## src/rtl/alu_sequencer.sv

```systemverilog
// Instruction sequencer for an external ALU: a 4-deep instruction FIFO feeding
// a two-state IDLE/EXEC engine that holds ALU inputs stable and retires into acc.
module alu_sequencer #(
  parameter int MUL_CYC = 4,
  parameter int DIV_CYC = 8
) (
  input  logic        clk,
  input  logic        rst,
  input  logic        in_valid,
  input  logic [3:0]  in_op,
  input  logic [15:0] in_operand,
  output logic        in_ready,
  output logic [3:0]  alu_op_code,
  output logic [15:0] alu_a,
  output logic [15:0] alu_b,
  input  logic [31:0] alu_r,
  input  logic        alu_err,
  output logic [31:0] acc,
  output logic        done,
  output logic        busy,
  output logic        ovf_flag,
  output logic        dz_flag,
  input  logic        clr_flags,
  output logic [7:0]  op_count
);

  localparam logic [3:0] OP_ADD    = 4'd0;
  localparam logic [3:0] OP_MOD    = 4'd1;
  localparam logic [3:0] OP_DIV    = 4'd2;
  localparam logic [3:0] OP_RESET  = 4'd3;
  localparam logic [3:0] OP_MUL    = 4'd4;
  localparam logic [3:0] OP_SUB    = 4'd8;
  localparam logic [3:0] OP_NOOP   = 4'd13;
  localparam logic [3:0] OP_GROUND = 4'd14;
  localparam logic [3:0] OP_PRESET = 4'd15;

  typedef enum logic {S_IDLE, S_EXEC} state_t;

  state_t      state, state_next;
  logic [19:0] fifo_mem [4];
  logic [1:0]  wr_ptr, rd_ptr;
  logic [2:0]  fifo_cnt;
  logic [19:0] head;
  logic        push, pop, retire;
  logic [3:0]  cur_op;
  logic [15:0] cur_operand;
  logic [7:0]  cnt;
  logic        dz_pend;
  logic        ovf_set, dz_set;

  function automatic logic [7:0] exec_len_m1(input logic [3:0] op);
    case (op)
      OP_MUL:         return 8'(MUL_CYC - 1);
      OP_MOD, OP_DIV: return 8'(DIV_CYC - 1);
      default:        return 8'd0;
    endcase
  endfunction

  assign in_ready    = (fifo_cnt != 3'd4);
  assign push        = in_valid && in_ready;
  assign head        = fifo_mem[rd_ptr];
  assign alu_op_code = (state == S_EXEC) ? cur_op : OP_NOOP;
  assign alu_a       = cur_operand;
  assign alu_b       = acc[15:0];
  assign busy        = (state != S_IDLE) || (fifo_cnt != 3'd0);

  assign ovf_set = retire && alu_err && ((cur_op == OP_ADD) || (cur_op == OP_SUB));
  assign dz_set  = retire && dz_pend;

  // NOTE: the FIFO storage carries no reset; occupancy and pointers alone
  // decide validity, so the array can map onto plain register/RAM cells.
  always_ff @(posedge clk) begin
    if (push) fifo_mem[wr_ptr] <= {in_op, in_operand};
  end

  // NOTE: sequential state uses non-blocking assignments so every register
  // samples pre-edge values, independent of statement order.
  always_ff @(posedge clk or posedge rst) begin
    if (rst) begin
      wr_ptr   <= '0;
      rd_ptr   <= '0;
      fifo_cnt <= '0;
    end else begin
      if (push) wr_ptr <= wr_ptr + 2'd1;
      if (pop)  rd_ptr <= rd_ptr + 2'd1;
      // Simultaneous push and pop leave occupancy unchanged.
      if (push && !pop)      fifo_cnt <= fifo_cnt + 3'd1;
      else if (pop && !push) fifo_cnt <= fifo_cnt - 3'd1;
    end
  end

  always_ff @(posedge clk or posedge rst) begin
    if (rst) state <= S_IDLE;
    else     state <= state_next;
  end

  // NOTE: every always_comb output gets a default first so no path can
  // leave it unassigned and infer a latch.
  always_comb begin
    state_next = state;
    pop        = 1'b0;
    retire     = 1'b0;
    case (state)
      S_IDLE: begin
        if (fifo_cnt != 3'd0) begin
          pop        = 1'b1;
          state_next = S_EXEC;
        end
      end
      S_EXEC: begin
        if (cnt == 8'd0) begin
          retire     = 1'b1;
          state_next = S_IDLE;
        end
      end
      default: state_next = S_IDLE;
    endcase
  end

  always_ff @(posedge clk or posedge rst) begin
    if (rst) begin
      cur_op      <= OP_NOOP;
      cur_operand <= '0;
      cnt         <= '0;
      dz_pend     <= 1'b0;
      acc         <= '0;
      done        <= 1'b0;
      op_count    <= '0;
      ovf_flag    <= 1'b0;
      dz_flag     <= 1'b0;
    end else begin
      done <= retire;
      if (pop) begin
        cur_op      <= head[19:16];
        cur_operand <= head[15:0];
        cnt         <= exec_len_m1(head[19:16]);
        // Divide-by-zero is judged on the divisor as it stands at pop time.
        dz_pend     <= ((head[19:16] == OP_MOD) || (head[19:16] == OP_DIV)) &&
                       (acc[15:0] == 16'd0);
      end else if ((state == S_EXEC) && (cnt != 8'd0)) begin
        cnt <= cnt - 8'd1;
      end
      if (retire) begin
        op_count <= op_count + 8'd1;
        case (cur_op)
          OP_NOOP:             acc <= acc;
          OP_RESET, OP_GROUND: acc <= '0;
          OP_PRESET:           acc <= '1;
          default:             acc <= alu_r;
        endcase
      end
      // A set event in the same cycle as clr_flags takes priority.
      ovf_flag <= ovf_set | (ovf_flag & ~clr_flags);
      dz_flag  <= dz_set  | (dz_flag  & ~clr_flags);
    end
  end

endmodule

```

## config.mk

```make
export PLATFORM = sky130hd
export DESIGN_NAME = alu_sequencer
export DESIGN_NICKNAME = d
export VERILOG_FILES = /design/src/rtl/alu_sequencer.sv
export SDC_FILE = /design/constraint.sdc
export NUM_CORES = 1
export LEC_CHECK = 0
export ABC_AREA = 1
export CAP_MARGIN = 10
export CELL_PAD_IN_SITES_DETAIL_PLACEMENT = 1
export CELL_PAD_IN_SITES_GLOBAL_PLACEMENT = 1
export CORE_ASPECT_RATIO = 0.8
export CORE_UTILIZATION = 43
export DETAILED_ROUTE_END_ITERATION = 16
export GPL_ROUTABILITY_DRIVEN = 0
export PLACE_DENSITY = 0.89
export SETUP_SLACK_MARGIN = 0.15
export SLEW_MARGIN = 20
export SYNTH_ARGS = -nofsm -noshare
export SYNTH_HDL_FRONTEND = slang
export SYNTH_SLANG_ARGS = --single-unit
```

## constraint.sdc

```tcl
create_clock -name clk -period 5.4 [get_ports clk]
set_input_delay 1.08 -clock clk [delete_from_list [all_inputs] [get_ports clk]]
set_output_delay 1.08 -clock clk [all_outputs]
set_load 0.01 [all_outputs]
```

## Yosys cells after proc, flatten, opt, wreduce, memory -nomap -nowiden

Memory sizes are Yosys's and may differ from the RTL's.
Cells that the tools add are included.
Widths: inputs -> output; s select.

- RAM bits: 80
- Flip-flop bits (word level): 80
- Output and inout port bits: 81
- Input port bits: 57
- Word-level logic and storage cells: 74
- Memories kept: 1

- Mux-type cells: 15
- Reductions and logical operators: 23
- Add/subtract/negate cells: 6
- Eq/ne operators: 9
- Bitwise operators: 7

Memory list:

| memory | depth | width | read ports | clocked after memory_dff | wr ports | RTL line | RTL |
|---|---|---|---|---|---|---|---|
| fifo_mem | 4 | 20 | 1 | 0 | 1 | 40 | `logic [19:0] fifo_mem [4];` |

Operators by type and width:

| operator | number |
|---|---|
| $pmux 32 s3 | 1 |
| $eq 4x4->1 const B | 4 |
| $logic_not 16->1 | 1 |
| $mux 8 | 2 |
| $add 8x1->8 const B | 1 |
| $eq 4x2->1 const B | 2 |
| $logic_and 1x1->1 | 8 |
| $logic_not 8->1 | 1 |
| $reduce_bool 8->1 | 1 |
| $sub 8x1->8 const B | 1 |
| $mux 1 | 7 |
| $mux 3 | 2 |
| $pmux 3 s2 | 1 |
| $add 2x1->2 const B | 2 |
| $eq 4x1->1 const B | 1 |
| $eq 4x3->1 const B | 1 |
| $logic_not 4->1 | 1 |
| $mux 4 | 1 |
| $reduce_bool 2->1 | 2 |
| $reduce_or 2->1 | 2 |
| $add 3x1->3 const B | 1 |
| $logic_or 1x1->1 | 3 |
| $ne 3x3->1 const B | 1 |
| $not 1->1 | 3 |
| 7 further kinds | 10 |

## Longest topological paths before layout

- Depth after elaboration: 6
- Gate-level depth with buffers: 14

## Worst setup path after synthesis

No wires, ideal clock.

- Kind: input port to flip-flop
- Start point: input port in_valid
- End point: memory fifo_mem[0][0] (enable)
- Setup time: 0.397 ns
- Stages on the path: 2
- Arrival: 2.082 ns
- Slack: 2.921 ns
- Cells stage by stage: nand2_1 -> nor2_1

- Longest elaborated chain between the ends: 3

RTL lines:

| element | RTL line | RTL |
|---|---|---|
| start: declaration | 9 | `input logic in_valid,` |
| $logic_and 1x1->1 | 60 | `assign push = in_valid && in_ready;` |
| $mux 1 | 73 | `if (push) fifo_mem[wr_ptr] <= {in_op, in_operand};` |
| $mux 1 (not written as such) | 73 |  |
| end: declaration | 40 |  |

No other way between the ends.

## Worst setup path after layout

- Start point: register cur_op[0]
- End point: output port alu_op_code[0]

- Longest elaborated chain between the ends: 1

RTL lines:

| element | RTL line | RTL |
|---|---|---|
| start: declaration | 45 | `logic [3:0] cur_op;` |
| start signal: assignment | 134 | `cur_op <= head[19:16];` |
| $mux 4 | 62 | `assign alu_op_code = (state == S_EXEC) ? cur_op : OP_NOOP;` |
| end: declaration | 13 | `output logic [3:0] alu_op_code,` |

No other way between the ends.

==> impl_metrics.py <==
metrics = {
    "critical_path": {
        "timing.critical_path.fanout_max": 21,
        "critical_path.n_buffers_inverters": 2,
        "crit_family": "buffers and inverters",
        "timing.critical_path.arrival_ps": 2090,
        "critPathMaxStageDelay_ps": 590,
        "crit_chain": "inv_1, nand2_1, clkdlybuf4s50_1",
        "cp_slowest_cell": "sky130_fd_sc_hd__dfstp_2",
        "critical_path.startpoint_type": "flop",
        "criticalPathCategory": "flop to output pin",
        "worst-endpoint-required_ps": 4320,
        "timing.critical_path.to_type": "output pin",
    },
    "drt": {
        "drt_first_pass_iters": 4,
        "detail_route.iter0.violations": 355,
        "totalWireLength_mm": 20.9,
        "via_count": 5458,
        "via_per_inst": 5.34,
        "drc_errors": 0,
        "drtAntennaViolNets": 0,
        "detail_route.wl_per_cell_um": 20.4,
    },
    "power": {
        "switchingPower_mw": 1.97,
        "report.power.total_mw": 5.27,
        "power_frac_seq": 0.380,
        "power_report.internal_total_mw": 3.30,
        "power.density_nw_per_um2": 586,
        "p_leak_nw": 3.69,
        "vdd.ir_drop.worst_uv": 323,
        "switching_share": 0.375,
        "power.clock.fraction": 0.236,
        "share_of_total_power_in_combinational_logic": 0.383,
    },
    "clocking": {
        "clockRootBuffer": "sky130_fd_sc_hd__clkbuf_16",
        "ctsHtreeMaxLevel": 4,
        "tritoncts": "done",
        "cts-buffers-inserted": 17,
        "post-cts-setup-buffers": 0,
        "path_clk_slew_ps": 70,
        "clock_sink_count": 160,
        "post_cts_resized": 0,
        "clock_latency_of_the_later_clocked_register_in_the_worst_skew_pair_ps": 430,
        "cts_max_path_buffers": 2,
        "postCtsHoldBufs": 0,
    },
    "yosys": {
        "synth_top_family_by_area": "simple AND/OR/NAND/NOR gates",
        "synth_fp_nets": 749,
        "ys_ff_latch": 160,
        "synthesis.area_per_instance_um2": 10.2,
        "synth.yosys.seq_area_share": 0.633,
        "synth_most_common_cell": "sky130_fd_sc_hd__nand2_1",
        "synth.mux.area_fraction": 0.00162,
        "synth_top_area_share": 0.345,
        "synth_cell_type_count": 36,
        "yosys_most_used_dff": "sky130_fd_sc_hd__edfxtp_1",
        "synth_fa_ha_area_frac": 0.0173,
        "synth_top_cells_by_area": "sky130_fd_sc_hd__edfxtp_1 (35%), sky130_fd_sc_hd__dfrtp_1 (28%), sky130_fd_sc_hd__nand2_1 (7.5%), sky130_fd_sc_hd__nor2_1 (6.0%), sky130_fd_sc_hd__o21ai_0 (3.0%)",
        "async_set_reset_flop_share_out_of_synthesis": 0.500,
        "post_synth_top_area_cell": "sky130_fd_sc_hd__edfxtp_1",
        "synth-edff-count": 80,
        "synth_area_in_compound_gates": 0.103,
        "synthesis.yosys.warnings": 0,
        "netlist_area_um2": 6960,
        "post_synth_and_or_nand_nor_area_fraction": 0.160,
        "synth_xor_area_frac": 0.0151,
        "post_synthesis_cell_count": 683,
        "synth_top_cells_by_count": "sky130_fd_sc_hd__nand2_1 (139), sky130_fd_sc_hd__nor2_1 (112), sky130_fd_sc_hd__edfxtp_1 (80)",
    },
    "floorplanning": {
        "fp.dieW_um": 144,
        "row_count": 41,
        "fp.dieH_um": 116,
        "initial_core_util": 0.441,
        "fp.dieArea_um2": 16700,
        "top_level_ports": 138,
        "core-area_um2": 15800,
    },
    "timing": {
        "period_share": 0.587,
        "final_setup_violation_count": 0,
        "finalMaxSlewViolations": 0,
        "timing.clock.skew_ps": 10.7,
        "final_hold_viol_count": 0,
        "fin_tns_setup_ps": 0,
        "setup_repair_after_global_routing_missed_its_margin": "no",
        "max_freq_mhz": 315,
        "layout_min_cycle_time_ps": 3170,
        "actual_slew_at_the_worst_max_slew_pin_ps": 902,
        "slew_headroom": 0.398,
    },
    "run": {
        "cap_violations": 0,
    },
    "finish": {
        "final_layout_size_suffix_gt1_frac": 0.0620,
        "layout-area-overhead-vs-synth_pct": 29.1,
        "diodes": 0,
        "finalNonFillerCells": 1022,
        "final_nets": 860,
    },
    "grt": {
        "grt_max_degree": 47,
        "grt_pass1_wl_mm": 31.3,
        "grt.overflow.total": 0,
        "vias_in_the_first_global_route": 5734,
        "grt_util_all_layers": 0.257,
        "grt_antenna_before_repair": 0,
    },
    "placement": {
        "io_buffer_count": 137,
        "number_of_placed_instances_with_taps_included": 989,
        "place_hpwl_mm": 12.9,
    },
    "hold_path": {
        "worst_hold_path_type": "flop to flop",
    },
    "status": {
        "run_status": "finished clean",
    },
}
## cell families after synthesis
logic type,count (synthesis)
buf+inv,102
xor+xnor,12
fa+ha+maj,9
compound gates,117
simple gates,282
flops,160
mux,1
## routing by layer
layer	track usage	share of wire
met4	0.112	0.026
met5	0	0
met1	0.303	0.40
met2	0.452	0.52
met3	0.0599	0.050
## state kept, by name, summed over array words and instances, names as in the netlist, 3 cells and up
register,count
acc,32
fifo_mem,80
op_count,8
cnt,8
fifo_cnt,3
alu_a,16
cur_op,4
## cells in the final DEF, fill, tap and decap left out, drive strengths merged
cell           netlist  layout
fa                   1       1
nand4                2       2
buf                 31       3
clkinv               1       8
bufinv               0       3
nand2              140     140
dfstp                3       3
o21bai               1       1
xnor2                5       5
clkdlybuf4s50        0     137
edfxtp              80      80
ha                   8       8
or2                  1       1
o211ai              18      18
nor4                 3       3
xor2                 7       7
o21a                18      18
a31oi               17      17
nand3               16      16
o21ai               57      57
and2                 1       1
inv                 53      54
dfrtp               77      77
o32ai                1       1
nor3                 5       5
nor3b                2       2
a21oi                5       5
clkbuf              17      18
mux2                 1       1
nor2               112     112
clkinvlp             0       3
## through the flow
stage | setup slack, ps | cell area (um2) | hold slack (ps) | utilization
CTS | 2070 | 8960 | 500 | 0.567
floorplan | 2270 | 6960 | 449 | -
finish | 2230 | 8990 | 499 | 0.569
global placement | 2400 | 8350 | 472 | 0.529
global route | 2170 | 8990 | 518 | 0.569
detailed placement | 2230 | 8360 | 484 | 0.529
## power groups by stage
stage	Sequential, mW	Combinational (mW)	Clock, mW
6_report	2.01	2.02	1.25
5_1_grt	2.04	2.20	1.30
4_1_cts	2.00	2.01	1.25
3_3_place_gp	1.97	1.81	0
3_5_place_dp	2.01	1.95	0
2_1_floorplan	2.00	1.05	0
## final cells by class
cell class / instances / area [um2]
fill: 1707 / 6810
clock buffer: 18 / 429
inverter: 54 / 204
timing repair buffer: 140 / 1400
clock inverter: 14 / 168
sequential: 160 / 4410
tap: 215 / 269
multi-input combinational: 421 / 2110
## final timing paths
check	from	end	slack (ps)	cells after the start
max	cur_op[0]	alu_op_code[0]	2230	3
min	acc[30]	acc[30]	500	1
max reg2reg	rd_ptr[1]	cnt[0]	2700	9
min reg2reg	acc[30]	acc[30]	500	1
max in group asynchronous	rst	cnt[4]	3280	3
min in group asynchronous	rst	op_count[7]	1040	2
No activity file was read; power rests on OpenSTA's default activity.
